**config.mk**
```make
export PLATFORM = sky130hd
export DESIGN_NAME = cpu_hazard_control_flat
export DESIGN_NICKNAME = d
export VERILOG_FILES = /design/src/rtl/cpu_pkg.sv /design/src/rtl/cpu_hazard_control_if.sv /design/src/rtl/cpu_reg_use_decode.sv /design/src/rtl/cpu_hazard_control.sv /design/src/flat_wrapper.sv
export SDC_FILE = /design/constraint.sdc
export NUM_CORES = 1
export LEC_CHECK = 0
export CAP_MARGIN = 40
export CORE_MARGIN = 8
export CORE_UTILIZATION = 30
export DETAILED_ROUTE_END_ITERATION = 10
export GPL_TIMING_DRIVEN = 0
export PLACE_DENSITY = 0.88
export SLEW_MARGIN = 20
export SYNTH_ARGS = -nofsm -noshare
export SYNTH_HDL_FRONTEND = slang
export SYNTH_SLANG_ARGS = --single-unit
```
**constraint.sdc**
```tcl
create_clock -name i_clk -period 2.7 [get_ports i_clk]
set_clock_uncertainty 0.05 [all_clocks]
set_input_delay 0.405 -clock i_clk [delete_from_list [all_inputs] [get_ports i_clk]]
set_output_delay 0.405 -clock i_clk [all_outputs]
set_load 0.03 [all_outputs]
```
**src/rtl/cpu_pkg.sv**
```systemverilog
`default_nettype none
// +----------------------------------------------------------------------------+
// | cpu_pkg                                                                    |
// | Shared instruction-field layout, opcodes and sequencer states.             |
// | Rev 1.0 - initial release                                                  |
// +----------------------------------------------------------------------------+
package cpu_pkg;

    localparam int IR_W    = 16;
    localparam int OP_LSB  = 0;
    localparam int OP_W    = 4;
    localparam int IMM_BIT = 4;
    localparam int RX_LSB  = 5;
    localparam int RY_LSB  = 8;

    typedef enum logic [3:0] {
        OP_MV   = 4'h0,
        OP_ADD  = 4'h1,
        OP_SUB  = 4'h2,
        OP_CMP  = 4'h3,
        OP_LD   = 4'h4,
        OP_ST   = 4'h5,
        OP_MVHI = 4'h6,
        OP_JR   = 4'h8,
        OP_JZ   = 4'h9,
        OP_JN   = 4'hA,
        OP_CALL = 4'hC
    } opcode_e;

    typedef enum logic [1:0] {
        S_BOOT  = 2'd0,
        S_RUN   = 2'd1,
        S_FLUSH = 2'd2
    } state_e;

    // Unused opcode slot: reads nothing, writes nothing, never branches.
    localparam logic [IR_W-1:0] NOP_IR = 16'h0007;

    function automatic logic is_branch(input logic [OP_W-1:0] op);
        return (op == OP_JR) || (op == OP_JZ) || (op == OP_JN) || (op == OP_CALL);
    endfunction

endpackage
`default_nettype wire

```
**src/rtl/cpu_hazard_control_if.sv**
```systemverilog
`default_nettype none
// +----------------------------------------------------------------------------+
// | cpu_hazard_control_if                                                      |
// | Datapath <-> pipeline sequencer bundle (IRs in, load/select/valid out).    |
// | Rev 1.0 - initial release                                                  |
// +----------------------------------------------------------------------------+
interface cpu_hazard_control_if #(
    parameter int CNT_W = 16
);
    logic [cpu_pkg::IR_W-1:0] i_ir_dc;
    logic [cpu_pkg::IR_W-1:0] i_ir_ex;
    logic [cpu_pkg::IR_W-1:0] i_ir_wr;
    logic                     i_br_taken;
    logic                     o_pc_ld;
    logic                     o_pc_sel;
    logic                     o_pc_dc_ld;
    logic                     o_ir_ex_ld;
    logic                     o_ir_ex_sel;
    logic                     o_v_dc;
    logic                     o_v_ex;
    logic                     o_v_wr;
    logic                     o_stall;
    logic                     o_flush;
    logic [CNT_W-1:0]         o_stall_cnt;
    logic [CNT_W-1:0]         o_flush_cnt;

    modport slave (
        input  i_ir_dc, i_ir_ex, i_ir_wr, i_br_taken,
        output o_pc_ld, o_pc_sel, o_pc_dc_ld, o_ir_ex_ld, o_ir_ex_sel,
        output o_v_dc, o_v_ex, o_v_wr, o_stall, o_flush, o_stall_cnt, o_flush_cnt
    );

    modport master (
        output i_ir_dc, i_ir_ex, i_ir_wr, i_br_taken,
        input  o_pc_ld, o_pc_sel, o_pc_dc_ld, o_ir_ex_ld, o_ir_ex_sel,
        input  o_v_dc, o_v_ex, o_v_wr, o_stall, o_flush, o_stall_cnt, o_flush_cnt
    );
endinterface
`default_nettype wire

```
**src/rtl/cpu_reg_use_decode.sv**
```systemverilog
`default_nettype none
// +----------------------------------------------------------------------------+
// | cpu_reg_use_decode                                                         |
// | Combinational register-usage decode: which of Rx/Ry are read, what is      |
// | written. Rev 1.0 - initial release                                         |
// +----------------------------------------------------------------------------+
module cpu_reg_use_decode
    import cpu_pkg::*;
#(
    parameter int NREG = 8
) (
    input  logic [IR_W-1:0]          i_ir,
    output logic                     o_rd_x,
    output logic                     o_rd_y,
    output logic                     o_wr_en,
    output logic [$clog2(NREG)-1:0]  o_wr_idx
);
    localparam int IDX_W = $clog2(NREG);

    logic [OP_W-1:0]  w_op;
    logic             w_imm;
    logic [IDX_W-1:0] w_rx;
    logic             w_unused_hi;

    assign w_op        = i_ir[OP_LSB +: OP_W];
    assign w_imm       = i_ir[IMM_BIT];
    assign w_rx        = i_ir[RX_LSB +: IDX_W];
    assign w_unused_hi = ^i_ir[IR_W-1:RX_LSB+IDX_W];

    always_comb begin
        o_rd_x   = 1'b0;
        o_rd_y   = 1'b0;
        o_wr_en  = 1'b0;
        o_wr_idx = w_rx;
        case (w_op)
            OP_MV:          begin o_wr_en = 1'b1; o_rd_y = ~w_imm; end
            OP_ADD, OP_SUB: begin o_wr_en = 1'b1; o_rd_x = 1'b1; o_rd_y = ~w_imm; end
            OP_CMP:         begin o_rd_x = 1'b1; o_rd_y = ~w_imm; end
            OP_LD:          begin o_wr_en = 1'b1; o_rd_y = 1'b1; end
            OP_ST:          begin o_rd_x = 1'b1; o_rd_y = 1'b1; end
            OP_MVHI:        begin o_wr_en = 1'b1; o_rd_x = 1'b1; end
            OP_JR, OP_JZ, OP_JN: o_rd_x = ~w_imm;
            // Link register is the top architectural register.
            OP_CALL:        begin o_wr_en = 1'b1; o_wr_idx = IDX_W'(NREG-1); o_rd_x = ~w_imm; end
            default:        ;
        endcase
    end

endmodule
`default_nettype wire

```
**src/rtl/cpu_hazard_control.sv**
```systemverilog
`default_nettype none
// +----------------------------------------------------------------------------+
// | cpu_hazard_control                                                         |
// | F/DC/EX/WR sequencer: valid tracking, RAW stall + EX bubble, branch squash.|
// | Optional perf counters when CPU_HAZ_PERF_EN is defined.                    |
// | Rev 1.0 - initial release                                                  |
// +----------------------------------------------------------------------------+
module cpu_hazard_control
    import cpu_pkg::*;
#(
    parameter int NREG  = 8,
    parameter int CNT_W = 16
) (
    input  logic                 i_clk,
    input  logic                 i_reset,
    cpu_hazard_control_if.slave  bus
);
    localparam int IDX_W = $clog2(NREG);
    localparam int N_STG = 3;

    state_e           r_state;
    logic             r_v_dc, r_v_ex, r_v_wr;
    logic [IR_W-1:0]  w_ir     [N_STG];
    logic [N_STG-1:0] w_rd_x, w_rd_y, w_wr_en;
    logic [IDX_W-1:0] w_wr_idx [N_STG];
    logic [IDX_W-1:0] w_dc_rx, w_dc_ry;
    logic             w_ex_hit, w_wr_hit, w_hazard, w_flush, w_unused_dec;
    logic             w_stall_out, w_flush_out;

    assign w_ir[0] = bus.i_ir_dc;
    assign w_ir[1] = bus.i_ir_ex;
    assign w_ir[2] = bus.i_ir_wr;

    generate
        for (genvar g = 0; g < N_STG; g++) begin : g_dec
            cpu_reg_use_decode #(.NREG(NREG)) u_dec (
                .i_ir     (w_ir[g]),
                .o_rd_x   (w_rd_x[g]),
                .o_rd_y   (w_rd_y[g]),
                .o_wr_en  (w_wr_en[g]),
                .o_wr_idx (w_wr_idx[g])
            );
        end
    endgenerate

    assign w_unused_dec = ^{w_rd_x[2:1], w_rd_y[2:1], w_wr_en[0], w_wr_idx[0]};
    assign w_dc_rx      = w_ir[0][RX_LSB +: IDX_W];
    assign w_dc_ry      = w_ir[0][RY_LSB +: IDX_W];

    // No RF write-through, so a producer still in WR blocks the reader as well.
    assign w_ex_hit = r_v_ex & w_wr_en[1] & ((w_rd_x[0] & (w_wr_idx[1] == w_dc_rx)) |
                                             (w_rd_y[0] & (w_wr_idx[1] == w_dc_ry)));
    assign w_wr_hit = r_v_wr & w_wr_en[2] & ((w_rd_x[0] & (w_wr_idx[2] == w_dc_rx)) |
                                             (w_rd_y[0] & (w_wr_idx[2] == w_dc_ry)));
    assign w_hazard = r_v_dc & (w_ex_hit | w_wr_hit);
    assign w_flush  = r_v_ex & is_branch(w_ir[1][OP_LSB +: OP_W]) & bus.i_br_taken;

    always_ff @(posedge i_clk or negedge i_reset) begin
        if (!i_reset) begin
            r_state <= S_BOOT;
            r_v_dc  <= 1'b0;
            r_v_ex  <= 1'b0;
            r_v_wr  <= 1'b0;
        end else begin
            case (r_state)
                S_BOOT: begin
                    r_v_dc  <= 1'b1;
                    r_v_ex  <= 1'b0;
                    r_v_wr  <= 1'b0;
                    r_state <= S_RUN;
                end
                S_RUN: begin
                    if (w_flush) begin
                        r_v_dc  <= 1'b0;
                        r_v_ex  <= 1'b0;
                        r_v_wr  <= 1'b1;
                        r_state <= S_FLUSH;
                    end else if (w_hazard) begin
                        r_v_ex <= 1'b0;
                        r_v_wr <= r_v_ex;
                    end else begin
                        r_v_dc <= 1'b1;
                        r_v_ex <= r_v_dc;
                        r_v_wr <= r_v_ex;
                    end
                end
                S_FLUSH: begin
                    r_v_dc  <= 1'b1;
                    r_v_ex  <= r_v_dc;
                    r_v_wr  <= r_v_ex;
                    r_state <= S_RUN;
                end
                default: r_state <= S_BOOT;
            endcase
        end
    end

    // BOOT loads are qualified by reset so the held-in-reset outputs read idle.
    always_comb begin
        bus.o_pc_ld     = 1'b0;
        bus.o_pc_sel    = 1'b0;
        bus.o_pc_dc_ld  = 1'b0;
        bus.o_ir_ex_ld  = 1'b0;
        bus.o_ir_ex_sel = 1'b1;
        w_stall_out     = 1'b0;
        w_flush_out     = 1'b0;
        case (r_state)
            S_BOOT: begin
                bus.o_pc_ld    = i_reset;
                bus.o_pc_dc_ld = i_reset;
                bus.o_ir_ex_ld = i_reset;
            end
            S_RUN: begin
                if (w_flush) begin
                    w_flush_out    = 1'b1;
                    bus.o_pc_sel   = 1'b1;
                    bus.o_pc_ld    = 1'b1;
                    bus.o_pc_dc_ld = 1'b1;
                    bus.o_ir_ex_ld = 1'b1;
                end else if (w_hazard) begin
                    w_stall_out    = 1'b1;
                    bus.o_ir_ex_ld = 1'b1;
                end else begin
                    bus.o_pc_ld     = 1'b1;
                    bus.o_pc_dc_ld  = 1'b1;
                    bus.o_ir_ex_ld  = 1'b1;
                    bus.o_ir_ex_sel = 1'b0;
                end
            end
            S_FLUSH: begin
                bus.o_pc_ld    = 1'b1;
                bus.o_pc_dc_ld = 1'b1;
                bus.o_ir_ex_ld = 1'b1;
            end
            default: ;
        endcase
    end

    assign bus.o_stall = w_stall_out;
    assign bus.o_flush = w_flush_out;
    assign bus.o_v_dc  = r_v_dc;
    assign bus.o_v_ex  = r_v_ex;
    assign bus.o_v_wr  = r_v_wr;

`ifdef CPU_HAZ_PERF_EN
    logic [CNT_W-1:0] r_stall_cnt, r_flush_cnt;

    always_ff @(posedge i_clk or negedge i_reset) begin
        if (!i_reset) begin
            r_stall_cnt <= '0;
            r_flush_cnt <= '0;
        end else begin
            if (w_stall_out && !(&r_stall_cnt)) r_stall_cnt <= r_stall_cnt + 1'b1;
            if (w_flush_out && !(&r_flush_cnt)) r_flush_cnt <= r_flush_cnt + 1'b1;
        end
    end

    assign bus.o_stall_cnt = r_stall_cnt;
    assign bus.o_flush_cnt = r_flush_cnt;
`else
    assign bus.o_stall_cnt = '0;
    assign bus.o_flush_cnt = '0;
`endif

endmodule
`default_nettype wire

```
**src/flat_wrapper.sv**
```systemverilog
// flat-port wrapper written by rule: the top's interface ports become plain ports
module cpu_hazard_control_flat import cpu_pkg::*;
#(
    parameter int NREG  = 8,
    parameter int CNT_W = 16
)
  (i_clk, i_reset, bus_i_ir_dc, bus_i_ir_ex, bus_i_ir_wr, bus_i_br_taken, bus_o_pc_ld, bus_o_pc_sel, bus_o_pc_dc_ld, bus_o_ir_ex_ld, bus_o_ir_ex_sel, bus_o_v_dc, bus_o_v_ex, bus_o_v_wr, bus_o_stall, bus_o_flush, bus_o_stall_cnt, bus_o_flush_cnt);
  cpu_hazard_control_if #(.CNT_W(CNT_W)) bus_i ();
  input  logic i_clk;
  input  logic i_reset;
  input wire logic [$bits(bus_i.i_ir_dc)-1:0] bus_i_ir_dc;
  input wire logic [$bits(bus_i.i_ir_ex)-1:0] bus_i_ir_ex;
  input wire logic [$bits(bus_i.i_ir_wr)-1:0] bus_i_ir_wr;
  input wire logic [$bits(bus_i.i_br_taken)-1:0] bus_i_br_taken;
  output wire logic [$bits(bus_i.o_pc_ld)-1:0] bus_o_pc_ld;
  output wire logic [$bits(bus_i.o_pc_sel)-1:0] bus_o_pc_sel;
  output wire logic [$bits(bus_i.o_pc_dc_ld)-1:0] bus_o_pc_dc_ld;
  output wire logic [$bits(bus_i.o_ir_ex_ld)-1:0] bus_o_ir_ex_ld;
  output wire logic [$bits(bus_i.o_ir_ex_sel)-1:0] bus_o_ir_ex_sel;
  output wire logic [$bits(bus_i.o_v_dc)-1:0] bus_o_v_dc;
  output wire logic [$bits(bus_i.o_v_ex)-1:0] bus_o_v_ex;
  output wire logic [$bits(bus_i.o_v_wr)-1:0] bus_o_v_wr;
  output wire logic [$bits(bus_i.o_stall)-1:0] bus_o_stall;
  output wire logic [$bits(bus_i.o_flush)-1:0] bus_o_flush;
  output wire logic [$bits(bus_i.o_stall_cnt)-1:0] bus_o_stall_cnt;
  output wire logic [$bits(bus_i.o_flush_cnt)-1:0] bus_o_flush_cnt;
  assign bus_i.i_ir_dc = bus_i_ir_dc;
  assign bus_i.i_ir_ex = bus_i_ir_ex;
  assign bus_i.i_ir_wr = bus_i_ir_wr;
  assign bus_i.i_br_taken = bus_i_br_taken;
  assign bus_o_pc_ld = bus_i.o_pc_ld;
  assign bus_o_pc_sel = bus_i.o_pc_sel;
  assign bus_o_pc_dc_ld = bus_i.o_pc_dc_ld;
  assign bus_o_ir_ex_ld = bus_i.o_ir_ex_ld;
  assign bus_o_ir_ex_sel = bus_i.o_ir_ex_sel;
  assign bus_o_v_dc = bus_i.o_v_dc;
  assign bus_o_v_ex = bus_i.o_v_ex;
  assign bus_o_v_wr = bus_i.o_v_wr;
  assign bus_o_stall = bus_i.o_stall;
  assign bus_o_flush = bus_i.o_flush;
  assign bus_o_stall_cnt = bus_i.o_stall_cnt;
  assign bus_o_flush_cnt = bus_i.o_flush_cnt;
  cpu_hazard_control #(.NREG(NREG), .CNT_W(CNT_W)) u_core (.i_clk(i_clk), .i_reset(i_reset), .bus(bus_i));
endmodule
```
==> flow_summary.ini, run 1 <==
[detailed_routing]
highest_layer = met4
routedWlPerCell_um = 11.6
met2_length_mm = 1.53
drcViolationCount = 0
viasPerCell = 3.97
routed_wl_mm = 2.76
drt-met1-wl_um = 996
wl_met3_um = 224
dr.pass1.iters = 4
postRouteAntennaNets = 0
first_iter_violations = 26
routed-via-count = 945

[synthesis]
ys_ff_latch = 5
synth_top_flop_cell = dfrtp_1
synthArstFlopShare_pct = 100
synthTopCellsByCount = 35 x buf_4, 11 x nor2_1, 9 x xnor2_1
yosys.cell_types.count = 37
postSynthCellCount = 122
synth_edf_count = 0
syn-cell-area_um2 = 947
synthesis.area_per_instance_um2 = 7.76
netlist.area_leader.share_pct = 27.7
yosysTopAreaCell = buf_4
synthTopCellsByArea = buf_4 28%, dfrtp_1 13%, xnor2_1 8.3%
ys_seq_area_share_pct = 13.2
synth.most_common_cell = buf_4
yosys_warnings = 0

[power_and_ir_drop]
clkPwrFrac_pct = 10.2
seq_power_share_pct = 15.5
p_sw_mw = 0.424
p_per_area_mw_per_mm2 = 539
combPwrFrac_pct = 74.3
cellLeakagePower_nw = 0.802
swShare_pct = 49.8
p_int_mw = 0.428
vdd_drop_max_mv = 0.394

[sta]
fin_crit_sh_pct = 103
period_minus_slack_ps = 2790
hold_violations = 0
slew_viol_final = 0
rsz0062_at_grt = yes
fin_ws_ps = -90.2
finalSetupViolCount = 2
fmax_mhz = 358
setup_total_negative_slack_ps = -147

[placement]
gp_congestion = 0.807
hpwl_mm = 2.28
port_buffers = 37

[layout]
area_growth_pct = 66.7
layout-drive-gt1-share_pct = 34.5
final_core_util_pct = 52.1
antennaDiodeCount = 0
final_nets = 251

[run]
max_cap_violations = 0

[setup_path]
crit_family = buffers and inverters
crit_top_cell = buf_6
path_cells = clkdlybuf4s50_1 -> nor2_4 -> xnor2_1 -> nor4_1 -> or4_4 -> a221oi_4 -> buf_6 -> buf_6
start_kind = input pin
crit_buf_inv = 3
worstPathArrival_ps = 2340
crit_slowest_cell = or4_4
slowest_delay_ps = 580
endpoint_kind = primary output
cp_max_fo = 4
required_ps = 2250
crit_type = in2out

[clocking]
clk_latency_ps = 240
cts_sinks = 5
htreeDepth = 1
numCtsBuffers = 3
clock_path_buffers = 2
cts_root_buf = clkbuf_4
cts_tree = yes
clk_pin_slew_ps = 40
cts_hold_buf = 0

[global_route]
grt_use_total_pct = 10.4
antenna_found_initial = 0
grt_pass1_vias = 917
grt_start_max_net_pins = 8
grt_pass1_wl_mm = 4.40
grt_overflow = 0

[die]
placementRows = 20
pin_count = 93
core_mm2 = 0.00303
die_w_um = 72.2
die_area_mm2 = 0.00521
die_h_um = 72.2
start_util_pct = 31.3

[outcome]
failed_checks = negative setup slack
status = complete, but fails checks

[min_path]
min_path_type = in2async
## through the flow
| step | hold WS [ps] | cells | cell area (um2) | power (mW) | setup WS, ps |
|---|---|---|---|---|---|
| 2_1_floorplan | 59.4 | 153 | 1080 | 0.560 | -15.1 |
| 3_3_place_gp | 517 | 234 | 1500 | 0.752 | -1080 |
| 3_5_place_dp | 531 | 234 | 1500 | 0.767 | -1110 |
| 4_1_cts | 370 | 238 | 1560 | 0.860 | -62.8 |
| 5_1_grt | 381 | 238 | 1580 | 0.911 | -194 |
| 6_report | 364 | 238 | 1580 | 0.852 | -90.2 |
## logic make-up after synthesis
logic type	Yosys count	synth area share, %
and+or+nand+nor	37	21.5
other	1	0.396
muxes	2	2.25
DFF	5	13.2
adders and majority gates	6	7.66
xor gates and xnor gates	9	8.32
buffers and inverters	39	29.3
AOI/OAI and AO/OA	23	17.3
## flip-flops by register name, indices dropped and copies added, names as in the netlist
name / cells
u_core.r_state: 2
u_core.bus.o_v_dc: 1
u_core.bus.o_v_ex: 1
u_core.bus.o_v_wr: 1
## power groups by stage
stage	clock network, mW	logic [mW]	registers (mW)
after floorplan	0	0.414	0.147
after global routing	0.0944	0.679	0.137
after detailed placement	0	0.634	0.133
final	0.0865	0.633	0.132
after CTS	0.0894	0.638	0.132
after global placement	0	0.622	0.130
## final timing paths
check / startpoint / end / slack [ps] / cells after the start
worst max-delay path: bus_i_ir_ex[6] / bus_o_pc_ld / -90 / 8
worst min-delay path: i_reset / u_core.bus.o_v_wr / 360 / 1
worst max register to register: u_core.bus.o_v_ex / u_core.bus.o_v_ex / 930 / 6
worst min register to register: u_core.bus.o_v_wr / u_core.bus.o_v_wr / 540 / 2
max in group asynchronous: i_reset / u_core.r_state[0] / 2010 / 1
min in group i_clk: u_core.bus.o_v_wr / u_core.bus.o_v_wr / 540 / 2
## layout by cell type (no fill, tap or decap), types with 6 or more instances in the layout
cell type	instances
dlygate4sd2_1	7
buf_4	35
nor2_1	6
a21oi_1	7
nand2_1	7
conb_1	32
clkdlybuf4s50_1	16
xnor2_1	7
buf_6	6
## final cells by class
type | count | area (um2)
inverter | 4 | 15.0
buffer | 34 | 259
sequential | 5 | 125
tap | 44 | 55.1
timing repair buffer | 38 | 358
clock buffer | 4 | 26.3
multi-input combinational | 109 | 741
fill | 308 | 1450
## per-layer routing
layer  vias to the layer above  global-route usage, %
li1                        504                      -
met1                       406                   10.2
met2                        33                   19.9
met3                         2                   4.13
met4                         0                   2.04
met5                         -                      0
## timing repair
item | in CTS | in global routing
gates resized for setup | 83 | 7
cloned | 0 | 0
pin swaps | 15 | 5
setup endpoints to repair | 5 | 4
setup buffers | 1 | 0
Power figures use the tool's default switching activity.
==> run 2: changes to the inputs <==
--- a/config.mk
+++ b/config.mk
@@ -6,11 +6,14 @@
 export NUM_CORES = 1
 export LEC_CHECK = 0
 export CAP_MARGIN = 40
+export CORE_ASPECT_RATIO = 0.7
 export CORE_MARGIN = 8
 export CORE_UTILIZATION = 30
 export DETAILED_ROUTE_END_ITERATION = 10
 export GPL_TIMING_DRIVEN = 0
 export PLACE_DENSITY = 0.88
+export REMOVE_ABC_BUFFERS = 1
+export SKIP_CTS_REPAIR_TIMING = 1
 export SLEW_MARGIN = 20
 export SYNTH_ARGS = -nofsm -noshare
 export SYNTH_HDL_FRONTEND = slang
==> run 2 against run 1 <==
Compared with the run above:
- the run still ends with negative setup slack left
- die area rose by 0.55%
- total power is 1.3% higher
- register-to-register slack is essentially flat
- final area shrank 13%
- largest cell class unchanged
- largest power group unchanged
==> flow_summary.ini, run 2 (same netlist as run 1, synthesis figures left out) <==
[outcome]
status = complete, but fails checks
failed_checks = negative setup slack

[power_and_ir_drop]
vdd_drop_max_mv = 0.252
seq_power_share_pct = 15.3
p_int_mw = 0.444
clkPwrFrac_pct = 15.9
p_sw_mw = 0.420
p_per_area_mw_per_mm2 = 625
cellLeakagePower_nw = 0.668
combPwrFrac_pct = 68.8
power_mw = 0.863
swShare_pct = 48.6

[layout]
final_core_util_pct = 44.8
largest-register = u_core.r_state
area_growth_pct = 45.8
final_common_cell = conb_1
layout-drive-gt1-share_pct = 17.5
largest_reg_flops = 2
final_cell_mix = 32 x conb_1, 21 x clkdlybuf4s50_1, 9 x xnor2_1, 9 x dlymetal6s2s_1
antennaDiodeCount = 0
stdcell_area_mm2 = 0.00138
final_nets = 217
stdcell_count = 198
n_fill_cell = 301

[clocking]
numCtsBuffers = 3
clk_latency_ps = 220
cts_root_buf = clkbuf_8
cts_tree = yes
cts_sinks = 5
clk_pin_slew_ps = 40
clock_path_buffers = 2
htreeDepth = 1

[run]
max_cap_violations = 0

[global_route]
grt_start_max_net_pins = 8
grt_overflow = 0
grt_use_total_pct = 9.08
grt_pass1_wl_mm = 4.02
antenna_found_initial = 0
grt_pass1_vias = 848

[die]
pin_count = 93
die_h_um = 63.0
die_area_mm2 = 0.00524
die_w_um = 83.2
placementRows = 17
start_util_pct = 30.7
core_mm2 = 0.00308

[placement]
place_area_mm2 = 0.00122
port_buffers = 37
dp_cells = 194
gp_congestion = 0.844
hpwl_mm = 2.12

[sta]
fin_ws_ps = -152
period_minus_slack_ps = 2850
rsz0062_at_grt = yes
fin_crit_sh_pct = 106
fmax_mhz = 351
hold_violations = 0
finalSetupViolCount = 4
slew_viol_final = 0
whs_ps = 397

[setup_path]
crit_buf_inv = 3
r2r_cells = 6
reg2reg_slack_ps = 940
cp_max_fo = 6
cp-startpoint = bus_i_ir_wr[1]
crit_path_end = bus_o_pc_dc_ld
crit_family = simple AND/OR/NAND/NOR gates
crit_top_cell = buf_6
required_ps = 2250
slowest_delay_ps = 590
path_cells = buf_8 -> nor4bb_4 -> buf_6 -> nor3_4 -> o22ai_2 -> nor4_2 -> or4_4 -> a221oi_4 -> buf_6
crit_type = in2out
start_kind = input pin
endpoint_kind = primary output
worstPathArrival_ps = 2400
reg2reg_to = u_core.bus.o_v_ex
crit_slowest_cell = or4_4
r2r-start = u_core.bus.o_v_ex
cp.depth = 9

[detailed_routing]
viasPerCell = 4.43
drcViolationCount = 0
first_iter_violations = 34
postRouteAntennaNets = 0
routed-via-count = 878
dr.pass1.iters = 4
routedWlPerCell_um = 13.4
routed_wl_mm = 2.66

[min_path]
min_path_type = in2async
==> run 2: changes by cell type in the layout (fill, tap and decap cells not counted), sizes merged <==
cell / before / now
dlygate4sd2: 7 / 0
dlymetal6s2s: 2 / 9
buf: 47 / 8
clkdlybuf4s50: 16 / 21
==> run 2: metal layers <==
metal | share of wire [%] | vias to the layer above | wire length (um) | track usage, %
met5 | 0 | - | 0 | 0
met4 | 0.56 | 0 | 15 | 1.75
met3 | 8.1 | 4 | 216 | 5.08
met2 | 53 | 29 | 1420 | 15.6
met1 | 38 | 411 | 1010 | 9.52
li1 | - | 434 | - | -
==> run 2: how the worst min path moves through the flow <==
stage / cells past startpoint / to / from
6_report: 1 / u_core.bus.o_v_wr / i_reset
5_1_grt: 1 / u_core.bus.o_v_dc / i_reset
4_1_cts: 1 / u_core.bus.o_v_wr / i_reset
3_5_place_dp: 2 / u_core.bus.o_v_wr / u_core.bus.o_v_wr
3_3_place_gp: 2 / u_core.bus.o_v_wr / u_core.bus.o_v_wr
2_1_floorplan: 0 / u_core.bus.o_v_dc / i_reset
==> run 2: cell type report <==
class / count / area (um2) / share of cell area [%]
clock buffers: 4 / 45.0 / 3.26
inverters: 4 / 15.0 / 1.09
multi-input cells: 109 / 736 / 53.3
flip-flops and latches: 5 / 125 / 9.06
well taps: 38 / 47.5 / 3.44
repair buffers: 38 / 413 / 29.9
==> run 2: power groups by stage <==
stage / logic [mW] / clock network [mW] / registers (mW)
final: 0.594 / 0.137 / 0.132
after global routing: 0.639 / 0.149 / 0.136
after CTS: 0.549 / 0.141 / 0.131
after detailed placement: 0.548 / 0 / 0.132
after global placement: 0.542 / 0 / 0.132
after floorplan: 0.334 / 0 / 0.147
==> run 2: metrics by stage <==
stage               setup WS [ps]  setup TNS [ps]
floorplan                    -698           -1460
global placement            -1510           -5970
detailed placement          -1190           -4350
CTS                         -1180           -4300
global route                 -218            -565
finish                       -152            -333
==> run 3: changes to the inputs <==
--- a/config.mk
+++ b/config.mk
@@ -8,10 +8,10 @@
 export CAP_MARGIN = 40
 export CORE_ASPECT_RATIO = 0.7
 export CORE_MARGIN = 8
-export CORE_UTILIZATION = 30
+export CORE_UTILIZATION = 27
 export DETAILED_ROUTE_END_ITERATION = 10
 export GPL_TIMING_DRIVEN = 0
-export PLACE_DENSITY = 0.88
+export PLACE_DENSITY = 0.77
 export REMOVE_ABC_BUFFERS = 1
 export SKIP_CTS_REPAIR_TIMING = 1
 export SLEW_MARGIN = 20
==> constraint.sdc (replaced) <==
create_clock -name i_clk -period 2.3 [get_ports i_clk]
set_clock_uncertainty 0.05 [all_clocks]
set_input_delay 0.345 -clock i_clk [delete_from_list [all_inputs] [get_ports i_clk]]
set_output_delay 0.345 -clock i_clk [all_outputs]
set_load 0.03 [all_outputs]
==> run 3 against run 2 <==
Compared with the run above:
- the run still ends with negative setup slack left
- total power rose by 18%
- routed wire length rose by 1.0%
- critical path depth fell by 2
- sequential cell count did not move
- critical path type unchanged
- hold slack got worse by 59 ps
- largest power group unchanged
==> flow_summary.ini, run 3 (same netlist as run 1, synthesis figures left out) <==
[sta]
fin_ws_ps = -384
slew_viol_final = 0
fmax_mhz = 373
period_minus_slack_ps = 2680
hold_violations = 0
fin_crit_sh_pct = 117
finalSetupViolCount = 4
whs_ps = 338
rsz0062_at_grt = yes

[setup_path]
r2r_cells = 6
r2r-start = u_core.bus.o_v_ex
endpoint_kind = primary output
cp-startpoint = bus_i_ir_ex[5]
cp_max_fo = 4
required_ps = 1900
crit_type = in2out
worstPathArrival_ps = 2290
slowest_delay_ps = 600
start_kind = input pin
crit_slowest_cell = or4_4
path_cells = clkdlybuf4s50_1 -> o21a_1 -> o21ai_1 -> nor4_1 -> or4_4 -> a221oi_4 -> buf_6

[die]
die_h_um = 65.6
placementRows = 18
die_w_um = 86.8
die_area_mm2 = 0.00569
pin_count = 93
core_mm2 = 0.00345
start_util_pct = 27.5

[global_route]
grt_pass1_wl_mm = 3.92
grt_use_total_pct = 8.42
grt_overflow = 0
antenna_found_initial = 0
grt_start_max_net_pins = 8
grt_pass1_vias = 833

[power_and_ir_drop]
cellLeakagePower_nw = 0.711
vdd_drop_max_mv = 0.277
p_per_area_mw_per_mm2 = 723

[detailed_routing]
viasPerCell = 4.17
postRouteAntennaNets = 0
routedWlPerCell_um = 12.7
dr.pass1.iters = 4
routed-via-count = 885
drcViolationCount = 0
routed_wl_mm = 2.68
first_iter_violations = 24

[placement]
port_buffers = 37
gp_congestion = 0.846
hpwl_mm = 2.20

[layout]
layout-drive-gt1-share_pct = 19.1
area_growth_pct = 48.6
final_common_cell = conb_1
final_nets = 219
largest-register = u_core.r_state
final_cell_mix = 32 x conb_1, 19 x clkdlybuf4s50_1, 10 x dlymetal6s2s_1, 8 x xnor2_1
n_fill_cell = 352
final_core_util_pct = 40.8
antennaDiodeCount = 0
largest_reg_flops = 2

[clocking]
htreeDepth = 1
cts_root_buf = clkbuf_8
cts_tree = yes
numCtsBuffers = 3
clock_path_buffers = 2
cts_sinks = 5
clk_latency_ps = 220
clk_pin_slew_ps = 40

[min_path]
min_path_type = in2async

[outcome]
status = complete, but fails checks
failed_checks = negative setup slack

[run]
max_cap_violations = 0
## run 3: changes by cell type in the layout (fill, tap and decap cells not counted), sizes merged
cell / before / now
buf: 8 / 10
clkdlybuf4s50: 21 / 19
clkbuf: 4 / 5
dlymetal6s2s: 9 / 10
## run 3: metal layers
metal	up-vias	share of wire [%]	GRT usage (%)
li1	439	-	-
met1	421	42	10.1
met2	25	52	13.9
met3	0	5.7	4.23
met4	0	0	0.427
met5	-	0	0
## run 3: stage by stage
| step | worst slack [ps] | instance area [um2] | std cells | total power, mW | setup TNS [ps] |
|---|---|---|---|---|---|
| final | -384 | 1410 | 212 | 1.02 | -1250 |
| after global routing | -480 | 1410 | 212 | 1.08 | -1680 |
| after CTS | -1510 | 1280 | 210 | 0.972 | -6210 |
| after detailed placement | -1500 | 1240 | 206 | 0.804 | -6400 |
| after global placement | -1810 | 1230 | 205 | 0.795 | -7990 |
| after floorplan | -978 | 801 | 118 | 0.565 | -2580 |
## run 3: report_power, final
group	switching, mW	internal, mW
Sequential	0.0408	0.116
Clock	0.0430	0.119
Combinational	0.414	0.286
## run 3: path summary, 6_finish.rpt
check / to / slack (ps)
worst max-delay path: bus_o_pc_dc_ld / -380
worst min-delay path: u_core.bus.o_v_wr / 340
worst max register to register: u_core.bus.o_v_ex / 460
worst min register to register: u_core.bus.o_v_wr / 530
max in group asynchronous: u_core.r_state[0] / 1620
min in group i_clk: u_core.bus.o_v_wr / 530
## run 3: area by class of cell
type	instances	area, um2	share of cell area, %
timing repair buffer	40	418	29.7
sequential	5	125	8.89
multi-input combinational	109	742	52.7
clock buffer	4	45.0	3.20
tap	50	62.6	4.44
inverter	4	15.0	1.07
## run 3: worst max-delay path, delay by kind of cell
kind / cells / cell delay (ps)
simple gates: 2 / 670
compound gates: 3 / 650
buf+inv: 2 / 620
